File: config.mk
export PLATFORM = sky130hd
export DESIGN_NAME = sync_fifo_rd_packer_flat
export DESIGN_NICKNAME = d
export VERILOG_FILES = /design/src/rtl/sync_fifo_rd_packer_if.sv /design/src/rtl/sync_fifo_rd_packer.sv /design/src/flat_wrapper.sv
export SDC_FILE = /design/constraint.sdc
export NUM_CORES = 1
export LEC_CHECK = 0
export CAP_MARGIN = 20
export CORE_ASPECT_RATIO = 1.75
export CORE_MARGIN = 2
export CORE_UTILIZATION = 40
export CTS_BUF_LIST = sky130_fd_sc_hd__clkbuf_4 sky130_fd_sc_hd__clkbuf_8
export DETAILED_ROUTE_END_ITERATION = 12
export MAX_ROUTING_LAYER = met4
export PLACE_DENSITY = 0.7
export SLEW_MARGIN = 20
export SYNTH_ARGS = -nofsm -noshare
export SYNTH_HDL_FRONTEND = slang
export SYNTH_SLANG_ARGS = --single-unit
File: constraint.sdc
create_clock -name clock -period 2.4 [get_ports clock]
set_input_delay 0.48 -clock clock [delete_from_list [all_inputs] [get_ports clock]]
set_output_delay 0.48 -clock clock [all_outputs]
set_load 0.005 [all_outputs]
File: src/rtl/sync_fifo_rd_packer_if.sv
// Bundles the FIFO read port, flush control and packed output stream of the read packer.
// The master modport is the packer side; the slave modport is the FIFO/downstream side.
interface sync_fifo_rd_packer_if #(
    parameter int WIDTH = 32,
    parameter int RATIO = 4
);
    logic                   fifo_empty;
    logic [WIDTH-1:0]       fifo_rd_data;
    logic                   fifo_rd_en;
    logic                   flush;
    logic                   flush_busy;
    logic                   out_valid;
    logic                   out_ready;
    logic [RATIO*WIDTH-1:0] out_data;
    logic [RATIO-1:0]       out_keep;

    modport master (
        input  fifo_empty,
        input  fifo_rd_data,
        output fifo_rd_en,
        input  flush,
        output flush_busy,
        output out_valid,
        input  out_ready,
        output out_data,
        output out_keep
    );

    modport slave (
        output fifo_empty,
        output fifo_rd_data,
        input  fifo_rd_en,
        output flush,
        input  flush_busy,
        input  out_valid,
        output out_ready,
        input  out_data,
        input  out_keep
    );
endinterface

File: src/rtl/sync_fifo_rd_packer.sv
// Pops words from a show-ahead FIFO and packs RATIO of them into one wide beat,
// with a flush path that forces out a partially filled beat carrying a keep mask.
module sync_fifo_rd_packer #(
    parameter int WIDTH = 32,
    parameter int RATIO = 4
) (
    input  logic                  clock,
    input  logic                  rstn,
    sync_fifo_rd_packer_if.master bus
);
    localparam int CW = (RATIO > 1) ? $clog2(RATIO) : 1;

    typedef enum logic {
        ACCUM,
        FLUSH
    } state_t;

    state_t                      r_state;
    logic [CW-1:0]               r_cnt;
    logic [RATIO-1:0][WIDTH-1:0] r_acc;
    logic [RATIO-1:0][WIDTH-1:0] r_outData;
    logic [RATIO-1:0]            r_outKeep;
    logic                        r_outValid;
    logic                        r_flushBusy;

    logic [RATIO-1:0][WIDTH-1:0] w_fullBeat;
    logic [RATIO-1:0]            w_partKeep;
    logic                        w_slotFree;
    logic                        w_lastLane;
    logic                        w_pop;

    // The last lane may only be popped when the output slot can take the completed beat.
    assign w_slotFree = !r_outValid || bus.out_ready;
    assign w_lastLane = (r_cnt == CW'(RATIO-1));
    assign w_pop      = rstn && (r_state == ACCUM) && !bus.fifo_empty
                        && (!w_lastLane || w_slotFree);

    always_comb begin
        w_fullBeat            = r_acc;
        w_fullBeat[RATIO-1]   = bus.fifo_rd_data;
        w_partKeep            = '0;
        for (int i = 0; i < RATIO; i++) begin
            w_partKeep[i] = (i < int'(r_cnt));
        end
    end

    always_ff @(posedge clock or negedge rstn) begin
        if (!rstn) begin
            r_state     <= ACCUM;
            r_cnt       <= '0;
            r_acc       <= '0;
            r_outData   <= '0;
            r_outKeep   <= '0;
            r_outValid  <= 1'b0;
            r_flushBusy <= 1'b0;
        end else begin
            if (r_outValid && bus.out_ready) begin
                r_outValid <= 1'b0;
            end
            case (r_state)
                ACCUM: begin
                    if (w_pop) begin
                        if (w_lastLane) begin
                            r_outData  <= w_fullBeat;
                            r_outKeep  <= '1;
                            r_outValid <= 1'b1;
                            r_cnt      <= '0;
                            r_acc      <= '0;
                        end else begin
                            r_acc[r_cnt] <= bus.fifo_rd_data;
                            r_cnt        <= r_cnt + CW'(1);
                        end
                    end
                    if (bus.flush) begin
                        r_state     <= FLUSH;
                        r_flushBusy <= 1'b1;
                    end
                end
                FLUSH: begin
                    // Unfilled lanes are already zero because the accumulator clears on every emit.
                    if (r_cnt == '0) begin
                        r_flushBusy <= 1'b0;
                        r_state     <= ACCUM;
                    end else if (w_slotFree) begin
                        r_outData   <= r_acc;
                        r_outKeep   <= w_partKeep;
                        r_outValid  <= 1'b1;
                        r_cnt       <= '0;
                        r_acc       <= '0;
                        r_flushBusy <= 1'b0;
                        r_state     <= ACCUM;
                    end
                end
                default: r_state <= ACCUM;
            endcase
        end
    end

    assign bus.fifo_rd_en = w_pop;
    assign bus.flush_busy = r_flushBusy;
    assign bus.out_valid  = r_outValid;
    assign bus.out_data   = r_outData;
    assign bus.out_keep   = r_outKeep;
endmodule
File: src/flat_wrapper.sv
// flat-port wrapper written by rule: the top's interface ports become plain ports
module sync_fifo_rd_packer_flat 
#(
    parameter int WIDTH = 32,
    parameter int RATIO = 4
)
  (clock, rstn, bus_fifo_empty, bus_fifo_rd_data, bus_fifo_rd_en, bus_flush, bus_flush_busy, bus_out_valid, bus_out_ready, bus_out_data, bus_out_keep);
  sync_fifo_rd_packer_if #(.WIDTH(WIDTH), .RATIO(RATIO)) bus_i ();
  input  logic clock;
  input  logic rstn;
  input wire logic [$bits(bus_i.fifo_empty)-1:0] bus_fifo_empty;
  input wire logic [$bits(bus_i.fifo_rd_data)-1:0] bus_fifo_rd_data;
  output wire logic [$bits(bus_i.fifo_rd_en)-1:0] bus_fifo_rd_en;
  input wire logic [$bits(bus_i.flush)-1:0] bus_flush;
  output wire logic [$bits(bus_i.flush_busy)-1:0] bus_flush_busy;
  output wire logic [$bits(bus_i.out_valid)-1:0] bus_out_valid;
  input wire logic [$bits(bus_i.out_ready)-1:0] bus_out_ready;
  output wire logic [$bits(bus_i.out_data)-1:0] bus_out_data;
  output wire logic [$bits(bus_i.out_keep)-1:0] bus_out_keep;
  assign bus_i.fifo_empty = bus_fifo_empty;
  assign bus_i.fifo_rd_data = bus_fifo_rd_data;
  assign bus_fifo_rd_en = bus_i.fifo_rd_en;
  assign bus_i.flush = bus_flush;
  assign bus_flush_busy = bus_i.flush_busy;
  assign bus_out_valid = bus_i.out_valid;
  assign bus_i.out_ready = bus_out_ready;
  assign bus_out_data = bus_i.out_data;
  assign bus_out_keep = bus_i.out_keep;
  sync_fifo_rd_packer #(.WIDTH(WIDTH), .RATIO(RATIO)) u_core (.clock(clock), .rstn(rstn), .bus(bus_i));
endmodule
==> Word level (Yosys, flattened, before mapping) <==
Cells that the tools add are included.
{ "word_totals": {"out_inout_bits": 135, "regBits": 265, "elab_cells": 78, "in_bits": 37} }
{ "op_classes": {"eq_ne": 7, "bitwise": 1, "add_sub_neg": 1, "muxes": 37, "reduce_logical": 14, "magnitude_cmp": 5} }
{ "op_table": {"columns": ["cell", "count"], "rows": [
  ["$mux 128", 8],
  ["$pmux 128 s2", 2],
  ["$bwmux 128", 1],
  ["$demux 32 s2", 1],
  ["$mux 32", 1],
  ["$mux 4", 4],
  ["$mux 1", 11],
  ["$mux 2", 4],
  ["$ne 2x2->1 const B", 4],
  ["$pmux 4 s2", 1],
  ["$pmux 1 s2", 3],
  ["$logic_and 1x1->1", 5],
  ["$lt 1x2->1 const A", 2],
  ["$pmux 2 s2", 1],
  ["$reduce_and 4->1", 1],
  ["$logic_not 1->1", 3],
  ["$lt 2x3->1 const B", 1],
  ["$ne 3x3->1 const B", 1],
  ["$reduce_and 3->1", 1],
  ["$add 2x1->2 const B", 1],
  ["$eq 2x2->1 const B", 1],
  ["$ge 2x1->1 const B", 1],
  ["$logic_not 2->1", 1],
  ["$logic_or 1x1->1", 2],
  ["4 further kinds", 4]
]} }

==> Longest topological paths before layout <==
Gate-level depths: netlist of the first run.
{ "depth": {"depth_word": 8, "ltp_mapped": 8, "ltp_nobuf": 6} }

==> Worst setup path before layout of the first run <==
No wires, ideal clock.
{ "synth_timing": {"kind": "reg-to-reg", "start": "register u_core.r_cnt[0]", "end": "register u_core.r_outData (netlist bit u_core.bus.out_data[37])", "slack_ns": 0.403, "path_stages_with_launch": 7, "required_time_ns": 2.275, "arrival_ns": 1.872, "synth_period_minus_slack_ns": 1.997, "path_cell_list": "dfrtp_1 > ha_1 > and4bb_1 > o21ai_2 > buf_2 > buf_4 > mux2_2"} }
{ "synth_via": {"elab_chain_len": 6} }
{ "synth_lines": {"columns": ["element", "line_no", "rtl"], "rows": [
  ["from (decl)", "sync_fifo_rd_packer.sv:19", "logic [CW-1:0] r_cnt;"],
  ["from (signal assigned)", "sync_fifo_rd_packer.sv:71", "r_cnt <= r_cnt + CW'(1);"],
  ["$eq 2x2->1", "sync_fifo_rd_packer.sv:34", "assign w_lastLane = (r_cnt == CW'(RATIO-1));"],
  ["$logic_not 1->1", "sync_fifo_rd_packer.sv:36", "&& (!w_lastLane || w_slotFree);"],
  ["$logic_or 1x1->1", "sync_fifo_rd_packer.sv:36", null],
  ["$logic_and 1x1->1", "sync_fifo_rd_packer.sv:36", null],
  ["$ne 2x2->1 (no source line)", null, null],
  ["$reduce_and 4->1 (no source line) (*)", null, null],
  ["to (signal assigned)", "sync_fifo_rd_packer.sv:64", "r_outData <= w_fullBeat;"],
  ["to (signal assigned)", "sync_fifo_rd_packer.sv:85", "r_outData <= r_acc;"],
  ["to (decl)", "sync_fifo_rd_packer.sv:21", "logic [RATIO-1:0][WIDTH-1:0] r_outData;"]
]} }
Every way passes the cells marked *; elsewhere a longest branch is shown, timed or not.
A chain may end at the register's enable or synchronous reset.

==> Worst setup path after layout of the first run <==
{ "layout_timing": {"start": "register u_core.r_cnt[1]", "end": "output bus_fifo_rd_en"} }
{ "layout_via": {"elab_chain_len": 4} }
{ "layout_lines": {"columns": ["element", "line_no", "rtl"], "rows": [
  ["$eq 2x2->1", "sync_fifo_rd_packer.sv:34", null],
  ["$logic_not 1->1", "sync_fifo_rd_packer.sv:36", null],
  ["$logic_or 1x1->1", "sync_fifo_rd_packer.sv:36", null],
  ["$logic_and 1x1->1", "sync_fifo_rd_packer.sv:36", null],
  ["to (decl)", "flat_wrapper.sv:13", "output wire logic [$bits(bus_i.fifo_rd_en)-1:0] bus_fifo_rd_en;"]
]} }
No other way between the ends.

==> flow_metrics.py, run 1 <==
metrics = {
    "run_status": {
        "status": "completed",
    },
    "worst_setup_path": {
        "crit_fanout": 6,
        "cp-end-kind": "primary output",
        "r2r_cells": 8,
        "critical_path_class": "reg2out",
        "worst-path-buf-inv": 1,
        "cp-start-kind": "flip-flop",
        "worst_path_dominant_cell_family": "flip-flops",
        "slowest_stage": "dfrtp_2",
        "cp.depth": 3,
        "critPathRequiredTime_ns": 1.92,
        "cpPeakStageDelay_ns": 0.45,
        "worstPathArrival_ns": 1.65,
        "path_cells": "ha_4 -> a211oi_2 -> dlygate4sd2_1",
    },
    "pwr": {
        "p_int_mw": 12.0,
        "switching_share_pct": 32.2,
        "irDropWorstVdd_uv": 603,
        "seq_power_share_pct": 40.1,
        "static-leakage-power_nw": 6.48,
        "total_power_mw": 17.6,
        "clkPwrFrac_pct": 21.6,
        "p_sw_mw": 5.69,
        "power_frac_comb_pct": 38.3,
        "p_per_area_mw_per_mm2": 1280,
    },
    "detailed_routing": {
        "dr_total_vias": 7382,
        "drt-initial-drc-count": 377,
        "routed_wl_um": 27800,
        "wire_per_inst_um": 20.5,
        "wl_met1_um": 11100,
        "first_pass_iters": 7,
        "wl_met2_um": 14600,
        "vias_per_cell": 5.46,
        "highest_layer": "met4",
        "wl_met3_um": 1080,
        "post-route-drc-count": 0,
        "ant_nets": 0,
    },
    "final_layout": {
        "layout-drive-gt1-share_pct": 21.0,
        "most-common-layout-cells": "dfrtp_1 (262), clkdlybuf4s50_1 (169), mux2_2 (97)",
        "layout_commonest_cell": "dfrtp_1",
        "area_growth_pct": 30.6,
        "fillCellCount": 2203,
        "final_net_count": 1050,
        "fin_util_pct": 53.1,
    },
    "clock_network": {
        "clock_path_buffers": 3,
        "h-tree-depth": 2,
        "cts_hold_buf": 0,
        "clock_latency_ns": 0.53,
        "ctsRootBufferMaster": "clkbuf_8",
        "cts_tree": "done",
        "clk_pin_slew_ns": 0.06,
        "cts_sinks": 265,
        "cts_buffers": 39,
    },
    "yosys": {
        "ys_types": 29,
        "netlist_instances": 826,
        "yosys-top-cells-area": "dfrtp_1 (63%), mux2_2 (10%), a22o_1 (5.4%)",
        "ys_seq_area_share_pct": 63.0,
        "synth.avg_cell_area_um2": 12.7,
        "synthArstFlopShare_pct": 100,
        "yosys_warnings": 0,
        "synth_ff_type": "dfrtp_1",
        "syn_nets": 868,
        "synth.cell_area_mm2": 0.0105,
        "ys_seq_elements": 265,
        "synth_top_area_share_pct": 63.0,
        "yosysTopAreaCell": "dfrtp_1",
        "synth_edf_count": 0,
    },
    "timing": {
        "setup_violations": 0,
        "final-hold-violation-count": 0,
        "clock_skew_ns": 0.0172,
        "max-slew-margin-rel_pct": 41.3,
        "fin_crit_sh_pct": 88.7,
        "period_needed_ns": 2.13,
        "fmax_mhz": 470,
        "worst_slew_pin_slew_ns": 0.881,
        "rsz0062_at_grt": "no",
        "maxSlewViolCount": 0,
    },
    "die": {
        "initial_core_util_pct": 40.7,
        "io_pins": 172,
        "die_w_um": 127,
        "fp.dieH_um": 219,
        "dieArea_mm2": 0.0277,
        "rows": 78,
        "coreArea_mm2": 0.0259,
    },
    "global_routing": {
        "grt_max_degree": 156,
        "grt_pass1_wl_um": 43500,
        "grtUsageTotal_pct": 20.7,
        "antenna_found_initial": 1,
        "grt_overflow": 0,
        "grt_pass1_vias": 7852,
    },
    "min_path": {
        "hold_class": "in2async",
    },
    "job": {
        "drv_cap": 0,
    },
    "placement": {
        "hpwl_um": 17800,
        "io_buffers": 171,
        "gp_routability_congestion": 0.800,
    },
}
==> what timing repair did <==
item	in CTS	in global routing
buffers inserted	1	0
resized for setup	6	0
endpoints found under the setup margin	1	0
==> worst register-to-register path: stages (launching register included) <==
cell and delay [ns]:
dfrtp_2 0.44, buf_4 0.17, inv_1 0.10, ha_1 0.22, nor2b_1 0.10, o21ai_4 0.21, buf_12 0.19, buf_12 0.19
mux2_2 0.36
==> logic make-up (layout without fill, tap and decap cells) <==
logic type / after synthesis / count (layout) / synth area share (%)
AOI/OAI and AO/OA: 267 / 267 / 17.5
adders and majority gates: 5 / 5 / 0.595
buffers and inverters: 73 / 279 / 3.01
DFF: 265 / 265 / 63.0
muxes: 97 / 97 / 10.4
other: 0 / 1 / 0
and+or+nand+nor: 119 / 119 / 5.45
==> registers in the layout, summed over array words and instances (netlist names) <==
name / count
u_core.r_state: 1
u_core.bus.flush_busy: 1
u_core.r_cnt: 2
u_core.bus.out_keep: 4
u_core.bus.out_data: 128
u_core.bus.out_valid: 1
u_core.r_acc: 128
==> area by class of cell <==
type / count / area [um^2] / share of cell area (%)
flip-flops and latches: 265 / 6640 / 48.3
clock inverters: 1 / 5.00 / 0.0364
inverters: 5 / 18.8 / 0.137
clock buffers: 64 / 831 / 6.05
multi-input cells: 488 / 3640 / 26.5
diodes: 1 / 2.50 / 0.0182
well taps: 320 / 400 / 2.91
repair buffers: 209 / 2210 / 16.1
==> cells in the mapped netlist, types with 2 or more instances <==
cell and n:
a21oi_1 35, a21o_1 33, o31ai_1 64, o21ai_1 6
dfrtp_1 265, inv_1 4, nand2_1 69, clkbuf_1 38
nor3_1 2, buf_2 28, ha_1 5, nor2_1 3
buf_4 2, o21ai_0 60, a22o_1 65, nand2b_1 5
nor2b_1 3, mux2_2 97, and2_1 32
==> metal layers <==
metal | vias up | track usage (%)
met5 | - | -
met3 | 68 | 2.25
met2 | 213 | 34.6
met1 | 3759 | 24.9
met4 | 0 | 10.1
li1 | 3342 | -
==> path summary, 6_finish.rpt <==
kind / from / end / slack [ns]
max: u_core.r_cnt[1]$_DFFE_PN0P_ / bus_fifo_rd_en / 0.27
max reg2reg: u_core.r_cnt[0]$_DFFE_PN0P_ / u_core.bus.out_data[22]$_DFFE_PN0P_ / 0.29
min: rstn / u_core.r_cnt[1]$_DFFE_PN0P_ / 0.09
min in group clock: rstn / u_core.r_cnt[0]$_DFFE_PN0P_ / 0.47
max in group asynchronous: rstn / u_core.bus.out_data[46]$_DFFE_PN0P_ / 1.60
min reg2reg: u_core.bus.out_keep[0]$_DFFE_PN0P_ / u_core.bus.out_keep[0]$_DFFE_PN0P_ / 0.47
==> power by group through the flow <==
stage          combinational [mW]  clock, mW  sequential (mW)
4_1_cts                      6.82       3.91             7.09
6_report                     6.75       3.81             7.09
5_1_grt                      7.26       4.12             7.26
3_5_place_dp                 6.77          0             7.15
3_3_place_gp                 6.62          0             7.11
2_1_floorplan                3.19          0             6.90
==> stage by stage <==
stage	setup slack, ns	cells	area, um^2	TNS [ns]	hold slack [ns]
after floorplan	0.403	826	10500	0	0.184
after global placement	-0.0102	1286	12900	-0.0102	0.461
after detailed placement	-0.0359	1286	12900	-0.0359	0.465
after CTS	0.228	1352	13700	0	0.132
after global routing	0.179	1353	13700	0	0.154
final	0.271	1353	13700	0	0.0915
Power figures use the tool's default switching activity.
==> run 2: changes to the inputs <==
--- a/config.mk
+++ b/config.mk
@@ -11,6 +11,7 @@
 export CORE_UTILIZATION = 40
 export CTS_BUF_LIST = sky130_fd_sc_hd__clkbuf_4 sky130_fd_sc_hd__clkbuf_8
 export DETAILED_ROUTE_END_ITERATION = 12
+export GPL_ROUTABILITY_DRIVEN = 0
 export MAX_ROUTING_LAYER = met4
 export PLACE_DENSITY = 0.7
 export SLEW_MARGIN = 20
==> constraint.sdc (replaced) <==
create_clock -name clock -period 2.7 [get_ports clock]
set_input_delay 0.54 -clock clock [delete_from_list [all_inputs] [get_ports clock]]
set_output_delay 0.54 -clock clock [all_outputs]
set_load 0.005 [all_outputs]
==> run 2 against run 1 <==
Net effect: cell area increased by 0.51%; count of clock-buffer cells in the layout stayed put; sequential cell count stayed put.
==> flow_metrics.py, run 2 (synthesized netlist as in run 1, its figures left out) <==
metrics = {
    "run_status": {
        "status": "completed",
    },
    "final_layout": {
        "fin_area_mm2": 0.0138,
        "final_net_count": 1045,
        "layout-drive-gt1-share_pct": 21.0,
        "area_growth_pct": 31.3,
        "most-common-layout-cells": "dfrtp_1 (264), clkdlybuf4s50_1 (169), mux2_2 (97)",
        "layout_commonest_cell": "dfrtp_1",
        "final_cell_count_no_fill": 1358,
    },
    "timing": {
        "worst_slew_pin_slew_ns": 0.813,
        "maxSlewViolCount": 0,
        "max-slew-margin-rel_pct": 45.8,
        "worst_slack_ns": 0.450,
        "period_needed_ns": 2.25,
        "clock_skew_ns": 0.0172,
        "setup_violations": 0,
        "fin_crit_sh_pct": 83.3,
        "final-hold-violation-count": 0,
        "rsz0062_at_grt": "no",
        "tns_ns": 0,
        "fmax_mhz": 445,
    },
    "die": {
        "io_pins": 172,
        "die_w_um": 127,
        "rows": 78,
        "fp.dieH_um": 219,
        "dieArea_mm2": 0.0277,
        "initial_core_util_pct": 40.7,
        "coreArea_mm2": 0.0259,
    },
    "worst_setup_path": {
        "worstPathArrival_ns": 1.71,
        "r2r_start": "u_core.r_cnt[0]$_DFFE_PN0P_",
        "cp-end-kind": "primary output",
        "critical_path_class": "in2out",
        "cp-start-kind": "input port",
        "critPathRequiredTime_ns": 2.16,
        "cp-startpoint": "rstn",
        "crit_fanout": 6,
        "r2r_cells": 6,
    },
    "clock_network": {
        "cts_buffers": 41,
        "cts_sinks": 265,
        "clk_pin_slew_ns": 0.06,
        "cts_tree": "done",
        "post_cts_buffers": 0,
        "ctsRootBufferMaster": "clkbuf_8",
        "clock_path_buffers": 3,
        "clock_latency_ns": 0.55,
        "h-tree-depth": 2,
    },
    "min_path": {
        "hold_class": "in2async",
    },
    "placement": {
        "dpl.cell_count": 1279,
        "hpwl_um": 17800,
        "io_buffers": 171,
        "place_area_mm2": 0.0128,
        "dp_slack_ns": 0.143,
    },
    "pwr": {
        "switching_share_pct": 31.8,
        "power_frac_comb_pct": 36.7,
        "p_sw_mw": 5.13,
        "static-leakage-power_nw": 6.52,
        "seq_power_share_pct": 38.8,
        "p_int_mw": 11.0,
        "clkPwrFrac_pct": 24.5,
        "irDropWorstVdd_uv": 712,
        "p_per_area_mw_per_mm2": 1170,
    },
    "global_routing": {
        "grt_pass1_wl_um": 43600,
        "grt_pass1_vias": 7728,
        "grt_max_degree": 156,
        "antenna_found_initial": 2,
        "grt_overflow": 0,
        "grtUsageTotal_pct": 20.8,
    },
    "detailed_routing": {
        "ant_nets": 0,
        "post-route-drc-count": 0,
        "vias_per_cell": 5.50,
        "dr_total_vias": 7464,
        "routed_wl_um": 27900,
        "wire_per_inst_um": 20.6,
        "first_pass_iters": 5,
        "drt-initial-drc-count": 458,
    },
    "job": {
        "drv_cap": 0,
    },
}
## run 2: through the flow
stage | hold slack [ns] | total power, mW | utilization (%)
5_1_grt | 0.369 | 17.0 | 53.4
2_1_floorplan | 0.244 | 8.97 | -
3_3_place_gp | 0.351 | 12.1 | 49.4
3_5_place_dp | 0.352 | 12.3 | 49.4
6_report | 0.391 | 16.2 | 53.4
4_1_cts | 0.351 | 16.3 | 53.4
## run 2: power by group through the flow
stage               logic, mW  registers [mW]  clock network (mW)
floorplan                2.83            6.14                   0
global placement         5.82            6.29                   0
detailed placement       5.95            6.33                   0
CTS                      5.98            6.27                4.05
global route             6.38            6.43                4.21
finish                   5.92            6.27                3.96
## run 2: worst paths after layout
path                                                       endpoint  slack, ns
worst max-delay path                                 bus_fifo_rd_en       0.45
worst min-delay path                 u_core.bus.out_valid$_DFF_PN0_       0.39
worst max register to register  u_core.bus.out_data[83]$_DFFE_PN0P_       0.51
worst min register to register  u_core.bus.out_data[96]$_DFFE_PN0P_       0.47
max in group asynchronous       u_core.bus.out_data[57]$_DFFE_PN0P_       1.30
min in group clock              u_core.bus.out_data[96]$_DFFE_PN0P_       0.47
## run 2: per-layer routing
metal / part of all wire (%) / vias up / GRT usage (%)
met4: 4.0 / 0 / 10.0
met1: 40 / 3803 / 25.0
met2: 52 / 244 / 34.7
met5: 0 / - / -
met3: 4.2 / 72 / 2.72
li1: - / 3345 / -
## run 2: final cells by class
type	count	area, um^2
Sequential cell	265	6630
Multi-Input combinational cell	488	3630
Antenna cell	2	5.00
Clock buffer	64	812
Fill cell	2164	12100
Clock inverter	12	188
Tap cell	320	400
Inverter	5	18.8
Timing Repair Buffer	202	2130
## run 2: timing repair
action | CTS | global route
pin swaps | 0 | 1
endpoints found under the setup margin | 1 | 1
hold buffers | 1 | 0
gates resized for setup | 2 | 1
endpoints found under the hold margin | 1 | 0
## run 2: worst max-delay path: stages
cell            delay (ns)
dlygate4sd3_1         0.56
buf_8                 0.16
nand2b_1              0.09
a211oi_2              0.19
dlymetal6s2s_1        0.16
